$ cat src/rtl/stego_pkg.sv
// Shared types and helpers for the output word packer.
// Optional feature macro: STEGO_PACK_CHECKSUM_EN (see out_word_packer.sv).
package stego_pkg;

    localparam int BYTE_W     = 8;
    localparam int LANES      = 4;
    localparam int LANE_IDX_W = $clog2(LANES);
    localparam int FILL_W     = LANE_IDX_W + 1;

    typedef enum logic [2:0] {
        IDLE,
        FETCH,
        CAPT,
        WRITE,
        DONE
    } state_e;

    // Write-enable mask for a word holding 'fill' bytes, lowest lanes first.
    function automatic logic [LANES-1:0] tail_mask(input logic [FILL_W-1:0] fill);
        logic [LANES-1:0] m;
        m = '0;
        for (int i = 0; i < LANES; i++) begin
            m[i] = (FILL_W'(i) < fill);
        end
        return m;
    endfunction

endpackage

$ cat src/rtl/lane_pack_reg.sv
// Four-lane byte accumulator: bytes land in lane order, the fill count
// gives both the next lane index and the write-enable mask.
module lane_pack_reg
    import stego_pkg::*;
(
    input  logic                        clk,
    input  logic                        rst_n,
    input  logic                        clr_i,
    input  logic                        wr_en_i,
    input  logic [BYTE_W-1:0]           wr_data_i,
    output logic [LANES*BYTE_W-1:0]     word_o,
    output logic [LANE_IDX_W-1:0]       idx_o,
    output logic [LANES-1:0]            mask_o
);

    logic [LANES-1:0][BYTE_W-1:0] lane_q;
    logic [FILL_W-1:0]            fill_q;

    // Capture one byte into the next free lane; clear empties all lanes so
    // unfilled lanes of a partial word read back as zero.
    always_ff @(posedge clk or negedge rst_n) begin
        if (!rst_n) begin
            lane_q <= '0;
            fill_q <= '0;
        end else if (clr_i) begin
            lane_q <= '0;
            fill_q <= '0;
        end else if (wr_en_i) begin
            lane_q[fill_q[LANE_IDX_W-1:0]] <= wr_data_i;
            fill_q                         <= fill_q + FILL_W'(1);
        end
    end

    assign word_o = lane_q;
    assign idx_o  = fill_q[LANE_IDX_W-1:0];
    assign mask_o = tail_mask(fill_q);

endmodule

$ cat src/rtl/out_word_packer.sv
// Drains result bytes from the output FIFO, packs them four per word and
// writes them to the image or secret BRAM port chosen at launch.
// Optional: define STEGO_PACK_CHECKSUM_EN to add a running byte checksum output.
module out_word_packer
    import stego_pkg::*;
#(
    parameter int DATA_WIDTH = 32,
    parameter int ADDR_WIDTH = 32,
    parameter int NUM_BYTES  = 4,
    parameter int REG_WIDTH  = 32,
    parameter int FF_WIDTH   = 8
) (
    input  logic                  clk,
    input  logic                  rst_n,
    input  logic                  start,
    input  logic                  sel,
    input  logic [REG_WIDTH-1:0]  data_size,
    input  logic                  ff_empty,
    input  logic [FF_WIDTH-1:0]   ff_rd_data,
    output logic                  ff_rden,
    output logic                  image_clk,
    output logic [DATA_WIDTH-1:0] image_wrdata,
    output logic [ADDR_WIDTH-1:0] image_addr,
    output logic [NUM_BYTES-1:0]  image_we,
    output logic                  secret_clk,
    output logic [DATA_WIDTH-1:0] secret_wrdata,
    output logic [ADDR_WIDTH-1:0] secret_addr,
    output logic [NUM_BYTES-1:0]  secret_we,
    output logic                  finish
`ifdef STEGO_PACK_CHECKSUM_EN
    ,
    output logic [REG_WIDTH-1:0]  checksum
`endif
);

    state_e                  state_q;
    logic                    sel_q;
    logic [REG_WIDTH-1:0]    size_q;
    logic [REG_WIDTH-1:0]    cnt_q;
    logic [ADDR_WIDTH-1:0]   addr_q;
    logic                    finish_q;

    logic                    launch;
    logic                    wr_active;
    logic [LANES*BYTE_W-1:0] word;
    logic [LANE_IDX_W-1:0]   lane_idx;
    logic [LANES-1:0]        fill_mask;

    assign launch    = (state_q == IDLE) && start;
    assign wr_active = (state_q == WRITE);

    lane_pack_reg u_lanes (
        .clk       (clk),
        .rst_n     (rst_n),
        .clr_i     (wr_active || launch),
        .wr_en_i   (state_q == CAPT),
        .wr_data_i (ff_rd_data),
        .word_o    (word),
        .idx_o     (lane_idx),
        .mask_o    (fill_mask)
    );

    // Control FSM: launch, fetch/capture byte pairs, word writes, completion hold.
    always_ff @(posedge clk or negedge rst_n) begin
        if (!rst_n) begin
            state_q  <= IDLE;
            sel_q    <= 1'b0;
            size_q   <= '0;
            cnt_q    <= '0;
            addr_q   <= '0;
            finish_q <= 1'b0;
        end else begin
            case (state_q)
                IDLE: begin
                    if (start) begin
                        sel_q   <= sel;
                        size_q  <= data_size;
                        cnt_q   <= '0;
                        addr_q  <= '0;
                        state_q <= (data_size == '0) ? DONE : FETCH;
                    end
                end
                FETCH: begin
                    if (!ff_empty) state_q <= CAPT;
                end
                CAPT: begin
                    cnt_q <= cnt_q + REG_WIDTH'(1);
                    if (lane_idx == LANE_IDX_W'(LANES - 1) ||
                        cnt_q + REG_WIDTH'(1) == size_q)
                        state_q <= WRITE;
                    else
                        state_q <= FETCH;
                end
                WRITE: begin
                    addr_q  <= addr_q + ADDR_WIDTH'(NUM_BYTES);
                    state_q <= (cnt_q == size_q) ? DONE : FETCH;
                end
                DONE: begin
                    // finish is shown for at least one cycle even if start already fell
                    finish_q <= 1'b1;
                    if (!start && finish_q) begin
                        finish_q <= 1'b0;
                        state_q  <= IDLE;
                    end
                end
                default: state_q <= IDLE;
            endcase
        end
    end

    // The pop must be combinational so the FIFO presents the byte during CAPT.
    assign ff_rden = (state_q == FETCH) && !ff_empty;
    assign finish  = finish_q;

    assign image_clk     = clk;
    assign secret_clk    = clk;
    assign image_addr    = addr_q;
    assign secret_addr   = addr_q;
    assign image_we      = (wr_active && !sel_q) ? NUM_BYTES'(fill_mask) : '0;
    assign secret_we     = (wr_active &&  sel_q) ? NUM_BYTES'(fill_mask) : '0;
    assign image_wrdata  = (wr_active && !sel_q) ? DATA_WIDTH'(word) : '0;
    assign secret_wrdata = (wr_active &&  sel_q) ? DATA_WIDTH'(word) : '0;

`ifdef STEGO_PACK_CHECKSUM_EN
    logic [REG_WIDTH-1:0] checksum_q;

    // Sum every captured byte; all captured bytes are written, so this is the written sum.
    always_ff @(posedge clk or negedge rst_n) begin
        if (!rst_n)
            checksum_q <= '0;
        else if (launch)
            checksum_q <= '0;
        else if (state_q == CAPT)
            checksum_q <= checksum_q + REG_WIDTH'(ff_rd_data);
    end

    assign checksum = checksum_q;
`endif

endmodule

$ cat config.mk
export PLATFORM = sky130hd
export DESIGN_NAME = out_word_packer
export DESIGN_NICKNAME = d
export VERILOG_FILES = /design/src/rtl/stego_pkg.sv /design/src/rtl/lane_pack_reg.sv /design/src/rtl/out_word_packer.sv
export SDC_FILE = /design/constraint.sdc
export NUM_CORES = 1
export LEC_CHECK = 0
export BUFFER_PORTS_ARGS = -buffer_cell sky130_fd_sc_hd__buf_2
export CORE_ASPECT_RATIO = 0.7
export CORE_MARGIN = 1.5
export CORE_UTILIZATION = 55
export DETAILED_ROUTE_END_ITERATION = 7
export PLACE_DENSITY_LB_ADDON = 0.2
export SLEW_MARGIN = 25
export SYNTH_ARGS = -nofsm -noshare
export SYNTH_HDL_FRONTEND = slang
export SYNTH_SLANG_ARGS = --single-unit
$ cat constraint.sdc
create_clock -name clk -period 3.06 [get_ports clk]
set_input_delay 0.306 -clock clk [delete_from_list [all_inputs] [get_ports clk]]
set_output_delay 0.306 -clock clk [all_outputs]
set_load 0.01 [all_outputs]
Yosys cells after proc, flatten, opt, wreduce, memory -nomap -nowiden
Cells that the tools add are included.
{ "totals": {"regBits": 136, "inputBits": 45, "wordCells": 72} }
{ "op_classes": {"n_addsub": 3, "order_cmp": 6, "eq_ne": 10, "mux": 22, "reduce_logical": 20} }
{ "ops": {"columns": ["op", "count"], "rows": [
  ["$mux 32", 5],
  ["$pmux 32 s2", 2],
  ["$eq 32x32->1", 2],
  ["$add 32x1->32 const B", 1],
  ["$add 32x3->32 const B", 1],
  ["$bwmux 32", 1],
  ["$logic_not 32->1", 1],
  ["$mux 3", 7],
  ["$demux 8 s2", 1],
  ["$pmux 3 s5", 1],
  ["$mux 4", 2],
  ["$mux 8", 1],
  ["$eq 3x2->1 const B", 2],
  ["$logic_and 1x1->1", 6],
  ["$lt 1x3->1 const A", 2],
  ["$lt 2x3->1 const A", 2],
  ["$ne 2x2->1 const B", 3],
  ["$reduce_and 2->1", 3],
  ["$reduce_bool 2->1", 3],
  ["$add 3x1->3 const B", 1],
  ["$eq 3x1->1 const B", 1],
  ["$eq 3x3->1 const B", 1],
  ["$logic_not 1->1", 3],
  ["$logic_not 3->1", 1],
  ["other kinds (7)", 8]
]} }

Longest topological paths before layout
Gate-level depths: netlist of run 1.
{ "logic_depth": {"ltp_word": 7, "mapped_depth": 10, "depth_no_buf": 8} }

By module
A second synthesis of run 1 with hierarchy kept.
{ "hier_totals": {"hier_cells": 937, "hier_area_um2": 8181.6} }
{ "modules_own_cells": {"columns": ["mod", "instances", "cells_per_inst", "area_each_um2", "seq_area_each_um2"], "rows": [
  ["out_word_packer", 1, 802, 6533.8, 2477.4],
  ["lane_pack_reg", 1, 135, 1647.8, 875.8]
]} }

==> impl_results.md, run 1 <==
* Max-Cap Viols at 0
* Die ar. at 0.0156 mm2
* Vias in the first global route at just under 7,000
* Layout area overhead at 19.9%
* First-pass GRT wire length at 35,900 um
* Critical path required time at between 3 and 4 ns
* DP HPWL at 15,400 um
* Number of DRC markers in iteration 0 at approximately 690
* Final setup TNS at 0 ns
* Arrival time at the worst endpoint at 3.22 ns
* Peak Freq at about 0.36 GHz
* Worst VDD drop at approximately 0.67 mV
* Slew @ Worst Pin at between 0.8 and 0.9 ns
* Worst-Skew Late Latency at around 0.52 ns
* Final nets at 1,153
* GRT Overall Usage at 29.5%
* Router iterations before antenna repair at 7
* N_diodes at 0
* Ratio of final minimum period to clock period at approximately nine tenths
* Post-synthesis xor/xnor area fraction at under 10%
* DRC viols at 0
* Final WL at around 22,000 um
* Die X at between 100 and 150 um
* Setup skew after layout at a little under 0.008 ns
* Post-synthesis sequential area ratio at 41.2%
* RSZ-0062 raised after global routing: no
* Core area at 0.0142 mm2
* Synth Instances at around 950
* Initial antenna violation count at 0
* Die Ht at 105 um
* Mapped cell area at around 0.0081 mm2
* Reg clk slew, reported paths at approximately 0.06 ns
* Adder-cell share of the synthesized area at less than 1%
* Routed Antenna Nets at 0
* Crit Path Category: reg2reg
* Placer Congestion at approximately 0.90
* Pin count of the biggest net entering global routing at a little over 70
* Compound-Gate Fraction of Synth Area at about a tenth
* Gr ovfl total at 0
* Port Buf Inserts at 180
* Power density cells at between 700 and 800 mW/mm2
* Final hold violation count at 0
* Setup crit start: cnt_q[0]
* WL/cell at ~17 um
* Vias/cell at ~5.7
* Fin. max-slew vios at 0
* Worst relative slew slack at 45.3%
* Netlist cell types at 65
* Crit end category: register
* # rows at 36
* Reg-to-Reg Start: cnt_q[0]
* CTS tree: done
* Seq cells post-synth at approximately 130
* # fillers at approximately 1,100
* I/O Pins at 185
* Mean Syn Cell Area at about 8.5 um2
* Post-Synth Simple-Gate Area at a little under a third
* Tot Pwr at between 7 and 8 mW
* Initial Util at 57.4%
* Crit Path Max Fanout at 7
* Lkg Pwr at 4.82 nW
* Main combinational cell family by area after synthesis: simple AND/OR/NAND/NOR gates
* Hold Startpoint: data_size[20]
* Status: completed
* Multiplexer area fraction after synthesis at under 10%
* Worst min path class: in2reg
* Min Clock Period, post-route at 2.80 ns
* # setup viols final at 0
* Worst setup SP type: register
* Via count at 7,494
* Synth warn at 0
* Post-CTS Setup Bufs at 0
* Ratio of cells with drive above 1 in the final layout at approximately 23%
layer usage:
| metal | track usage [%] | vias up | share of wire (%) |
|---|---|---|---|
| li1 | - | 3569 | - |
| met1 | 46.2 | 3575 | 47 |
| met2 | 41.0 | 329 | 43 |
| met3 | 5.90 | 21 | 8.7 |
| met4 | 7.57 | 0 | 0.89 |
| met5 | 0 | - | 0 |
path summary, 6_finish.rpt:
kind | endpoint | slack (ns) | cells after the start
min in group asynchronous | cnt_q[7] | 0.37 | 2
min | size_q[20] | 0.03 | 3
min reg2reg | image_addr[31] | 0.49 | 1
max reg2reg | state_q[1] | 0.26 | 8
max in group asynchronous | image_addr[15] | 1.97 | 3
max | state_q[1] | 0.26 | 8
critical path, cell delays in order, from the launching register on:
cell and delay, ns:
dfrtp_1 0.43, ha_1 0.33, nand4_2 0.20, nor4_4 0.34, and3_1 0.35, nor4b_4 0.24, o21ai_1 0.08, or4_1 0.47
o31ai_2 0.26
cell families (layout without fill, tap and decap cells):
logic type,count (synthesis),in the layout
buffers and inverters,103,261
AO/OA/AOI/OAI,138,138
XOR/XNOR,55,55
adder cells (fa/ha/maj),6,6
other,1,4
flip-flops,134,134
AND/OR/NAND/NOR,497,497
multiplexers,20,20
power breakdown:
group | total [mW] | switching (mW) | internal [mW] | leakage (nW)
logic | 2.06 | 1.30 | 0.766 | 2.68
clock network | 2.41 | 0.874 | 1.53 | 0.343
registers | 2.59 | 0.453 | 2.14 | 1.80
total | 7.06 | 2.62 | 4.44 | 4.82
final cells by class:
type                    count  area [um2]  share of cell area (%)
clock buffers              25         543                    5.56
clock inverters            13         170                    1.74
inverters                   6        22.5                   0.231
multi-input cells         720        4170                    42.7
flip-flops and latches    134        3350                    34.3
well taps                 190         238                    2.43
repair buffers            217        1270                    13.0
registers in the layout, indices dropped and copies added (netlist names):
register,cells
finish,1
cnt_q,32
u_lanes.word_o,32
state_q,3
u_lanes.fill_q,3
image_addr,30
size_q,32
sel_q,1
cell usage after synthesis, drive strengths merged:
cell type      instances  area (um2)
xor2                  20         183
nor2                  42         160
or4                    2        15.0
and3b                  1        8.76
o21a                   1        7.51
and3                  48         305
o21ai                 55         275
nor2b                  3        18.8
dfrtp                134        3350
nor4bb                 1        10.0
a21o                   1        7.51
and4                   6        53.8
nand2                199         749
nor4b                  4        50.1
mux2i                 18         180
o31ai                 12        95.1
nand3                 75         393
clkdlybuf4s18          1        10.0
mux2                   2        22.5
nor4                  15         130
nand4b                 2        17.5
a21oi                 38         194
xnor2                 35         307
a22o                  13         114
nor3b                  6        55.1
buf                   58         468
o22ai                  2        12.5
inv                    6        22.5
nand2b                 4        25.0
nand4                 23         163
and2                  39         245
or3                    3        18.8
a211oi                 1        7.51
a41oi                  1        8.76
nor3                  22         120
clkbuf                38         143
o41ai                  2        17.5
a31oi                  6        37.5
or2                    2        12.5
o211ai                 5        37.5
conb                   1        3.75
o311ai                 1        8.76
ha                     6        75.1
timing repair:
item	CTS	global route
hold endpoints to repair	92	0
hold buffers	27	0
setup endpoints to repair	0	1
resized for setup	0	1
placed cells by master (no fill, tap or decap), types with 4 or more instances in the layout:
| cell | netlist | final |
|---|---|---|
| buf_4 | 39 | 10 |
| xor2_1 | 19 | 19 |
| a31oi_1 | 6 | 6 |
| inv_6 | 0 | 5 |
| nand3_1 | 73 | 73 |
| and4_1 | 5 | 5 |
| nor2_1 | 41 | 40 |
| o21ai_0 | 53 | 53 |
| buf_2 | 2 | 179 |
| xnor2_1 | 35 | 35 |
| nand4_1 | 20 | 20 |
| clkbuf_16 | 0 | 21 |
| nand2_1 | 198 | 198 |
| conb_1 | 1 | 4 |
| dlygate4sd3_1 | 0 | 27 |
| a22o_1 | 13 | 13 |
| inv_1 | 6 | 6 |
| nand2b_1 | 4 | 4 |
| nor3b_1 | 4 | 4 |
| ha_1 | 6 | 6 |
| nor4_1 | 12 | 12 |
| dfrtp_1 | 134 | 134 |
| nor3_1 | 20 | 19 |
| o31ai_1 | 11 | 11 |
| a21oi_1 | 37 | 37 |
| and2_1 | 37 | 37 |
| and3_1 | 47 | 47 |
| o211ai_1 | 5 | 5 |
| mux2i_1 | 18 | 18 |
stage by stage:
| stage | utilization (%) | setup WS (ns) | instances | hold slack [ns] | instance area, um2 |
|---|---|---|---|---|---|
| detailed placement | 61.9 | 0.288 | 1242 | 0.352 | 8790 |
| floorplan | - | 0.695 | 957 | 0.0104 | 8150 |
| finish | 68.8 | 0.259 | 1305 | 0.0289 | 9770 |
| CTS | 68.8 | 0.227 | 1305 | 0.00562 | 9760 |
| global route | 68.8 | 0.111 | 1305 | 0.0219 | 9770 |
| global placement | 61.9 | 0.385 | 1242 | 0.354 | 8790 |
Power figures use the tool's default switching activity.
==> run 2: changes to the inputs <==
--- a/config.mk
+++ b/config.mk
@@ -10,6 +10,7 @@
 export CORE_MARGIN = 1.5
 export CORE_UTILIZATION = 55
 export DETAILED_ROUTE_END_ITERATION = 7
+export HOLD_SLACK_MARGIN = 0.06
 export PLACE_DENSITY_LB_ADDON = 0.2
 export SLEW_MARGIN = 25
 export SYNTH_ARGS = -nofsm -noshare
==> run 2 against run 1 <==
  * Maximum frequency fell by 1.0%
  * Worst setup slack worse by 0.029 ns
  * Register-to-register slack lost 0.03 ns
  * Worst hold slack better by 0.052 ns
  * Largest power group unchanged
  * Wire length up 1.1%
  * Final cell count grew 0.54%
  * Die area unchanged
  * Critical path depth unchanged
  * Count of clock-buffer cells in the layout did not move
  * Combinational power about the same
  * Clock skew increased by 0.0050 ns
==> impl_results.md, run 2 (synthesis gave the netlist of run 1 again) <==
* Via count at approximately 7,600
* Routed Antenna Nets at 0
* Peak Freq at between 0.3 and 0.4 GHz
* Lkg Pwr at just under 5 nW
* Final nets at about 1,200
* Fin. max-slew vios at 0
* N_diodes at 0
* Commonest non-fill, non-tap cells in the layout: 198 x nand2_1, 179 x buf_2, 134 x dfrtp_1
* Crit Path Category: reg2reg
* Gr ovfl total at 0
* Ratio of final minimum period to clock period at 92.5%
* Final setup TNS at 0 ns
* Vias in the first global route at 6,784
* Worst relative slew slack at 45.6%
* Die ar. at ~0.016 mm2
* Router iterations before antenna repair at 5
* Placer Congestion at ~0.9
* Worst setup SP type: register
* DP Cell Count at 1,242
* Min Clock Period, post-route at approximately 2.8 ns
* Ratio of cells with drive above 1 in the final layout at 22.6%
* Post-CTS Setup Bufs at 0
* Power density cells at about 720 mW/mm2
* Critical path required time at between 3 and 4 ns
* Reg clk slew, reported paths at around 0.060 ns
* Worst-Skew Late Latency at about 0.53 ns
* Initial Util at between 50% and 60%
* Setup skew after layout at between 0.01 and 0.015 ns
* Status: completed
* Core area at around 0.014 mm2
* First-pass GRT wire length at 36,300 um
* Slew @ Worst Pin at between 0.8 and 0.9 ns
* Crit Path Max Fanout at 7
* Worst min path class: in2reg
* GRT Overall Usage at roughly 30%
* Crit end category: register
* Die Ht at around 100 um
* WL/cell at 17.3 um
* Max-Cap Viols at 0
* Initial antenna violation count at 0
* Vias/cell at between 5 and 6
* Final hold violation count at 0
* RSZ-0062 raised after global routing: no
* Pin count of the biggest net entering global routing at between 70 and 80
* Port Buf Inserts at 180
* Layout area overhead at 20.8%
* # rows at 36
* DRC viols at 0
* Number of DRC markers in iteration 0 at 692
* Commonest non-fill, non-tap cell in the layout: nand2_1
* Final WL at between 20,000 and 25,000 um
* Post-Layout Cell Count at around 1,300
* Die X at ~150 um
* I/O Pins at around 190
* Arrival time at the worst endpoint at around 3.3 ns
* # setup viols final at 0
* DP HPWL at between 15,000 and 20,000 um
* Worst VDD drop at 0.675 mV
* CTS tree: done
==> run 2: worst max-delay path, cell delays in order, from the launching register on <==
cell,delay [ns]
dfrtp_1,0.43
ha_1,0.33
nand4_2,0.20
nor4_4,0.34
and3_1,0.36
nor4b_4,0.24
o21ai_1,0.08
or4_1,0.47
o31ai_2,0.27
==> run 2: path summary, 6_finish.rpt <==
| check | slack (ns) | to | startpoint | depth (start not counted) |
|---|---|---|---|---|
| worst max-delay path | 0.23 | state_q[1] | cnt_q[0] | 8 |
| worst min-delay path | 0.08 | u_lanes.word_o[29] | ff_rd_data[5] | 2 |
| worst max register to register | 0.23 | state_q[1] | cnt_q[0] | 8 |
| worst min register to register | 0.49 | image_addr[31] | image_addr[31] | 1 |
| max in group asynchronous | 1.97 | image_addr[15] | rst_n | 3 |
| min in group asynchronous | 0.37 | cnt_q[7] | rst_n | 2 |
==> run 2: final cells by class <==
class                      instances  area, um2
sequential                       134       3350
multi-input combinational        720       4170
tap                              190        238
clock inverter                    13        170
inverter                           6       22.5
timing repair buffer             224       1340
clock buffer                      25        543
fill                            1124       4350
==> run 2: what timing repair did <==
item                       in CTS  in global routing
hold buffers                   34                  0
hold endpoints to repair       99                  0
gates resized for setup         0                  1
setup endpoints to repair       0                  1
==> run 2: where the power goes <==
group / internal (mW) / switching [mW] / leakage (nW)
combinational: 0.771 / 1.30 / 2.71
sequential: 2.14 / 0.453 / 1.80
clock: 1.53 / 0.876 / 0.343
total: 4.45 / 2.63 / 4.85
==> run 2: per-stage QoR <==
| step | utilization [%] | cell area (um2) | worst slack [ns] | hold WS [ns] | total power [mW] |
|---|---|---|---|---|---|
| after floorplan | - | 8150 | 0.695 | 0.0104 | 4.01 |
| after global placement | 61.9 | 8790 | 0.385 | 0.354 | 4.59 |
| after detailed placement | 61.9 | 8790 | 0.288 | 0.352 | 4.63 |
| after CTS | 69.3 | 9830 | 0.227 | 0.0675 | 7.04 |
| after global routing | 69.3 | 9840 | 0.111 | 0.0839 | 7.49 |
| final | 69.3 | 9840 | 0.231 | 0.0811 | 7.08 |
==> run 2: per-layer routing <==
| metal | up-vias | global-route usage (%) | share of wire [%] |
|---|---|---|---|
| li1 | 3579 | - | - |
| met1 | 3599 | 47.0 | 48 |
| met2 | 349 | 41.4 | 43 |
| met3 | 25 | 5.46 | 8.2 |
| met4 | 0 | 7.78 | 1.1 |
| met5 | - | 0 | 0 |
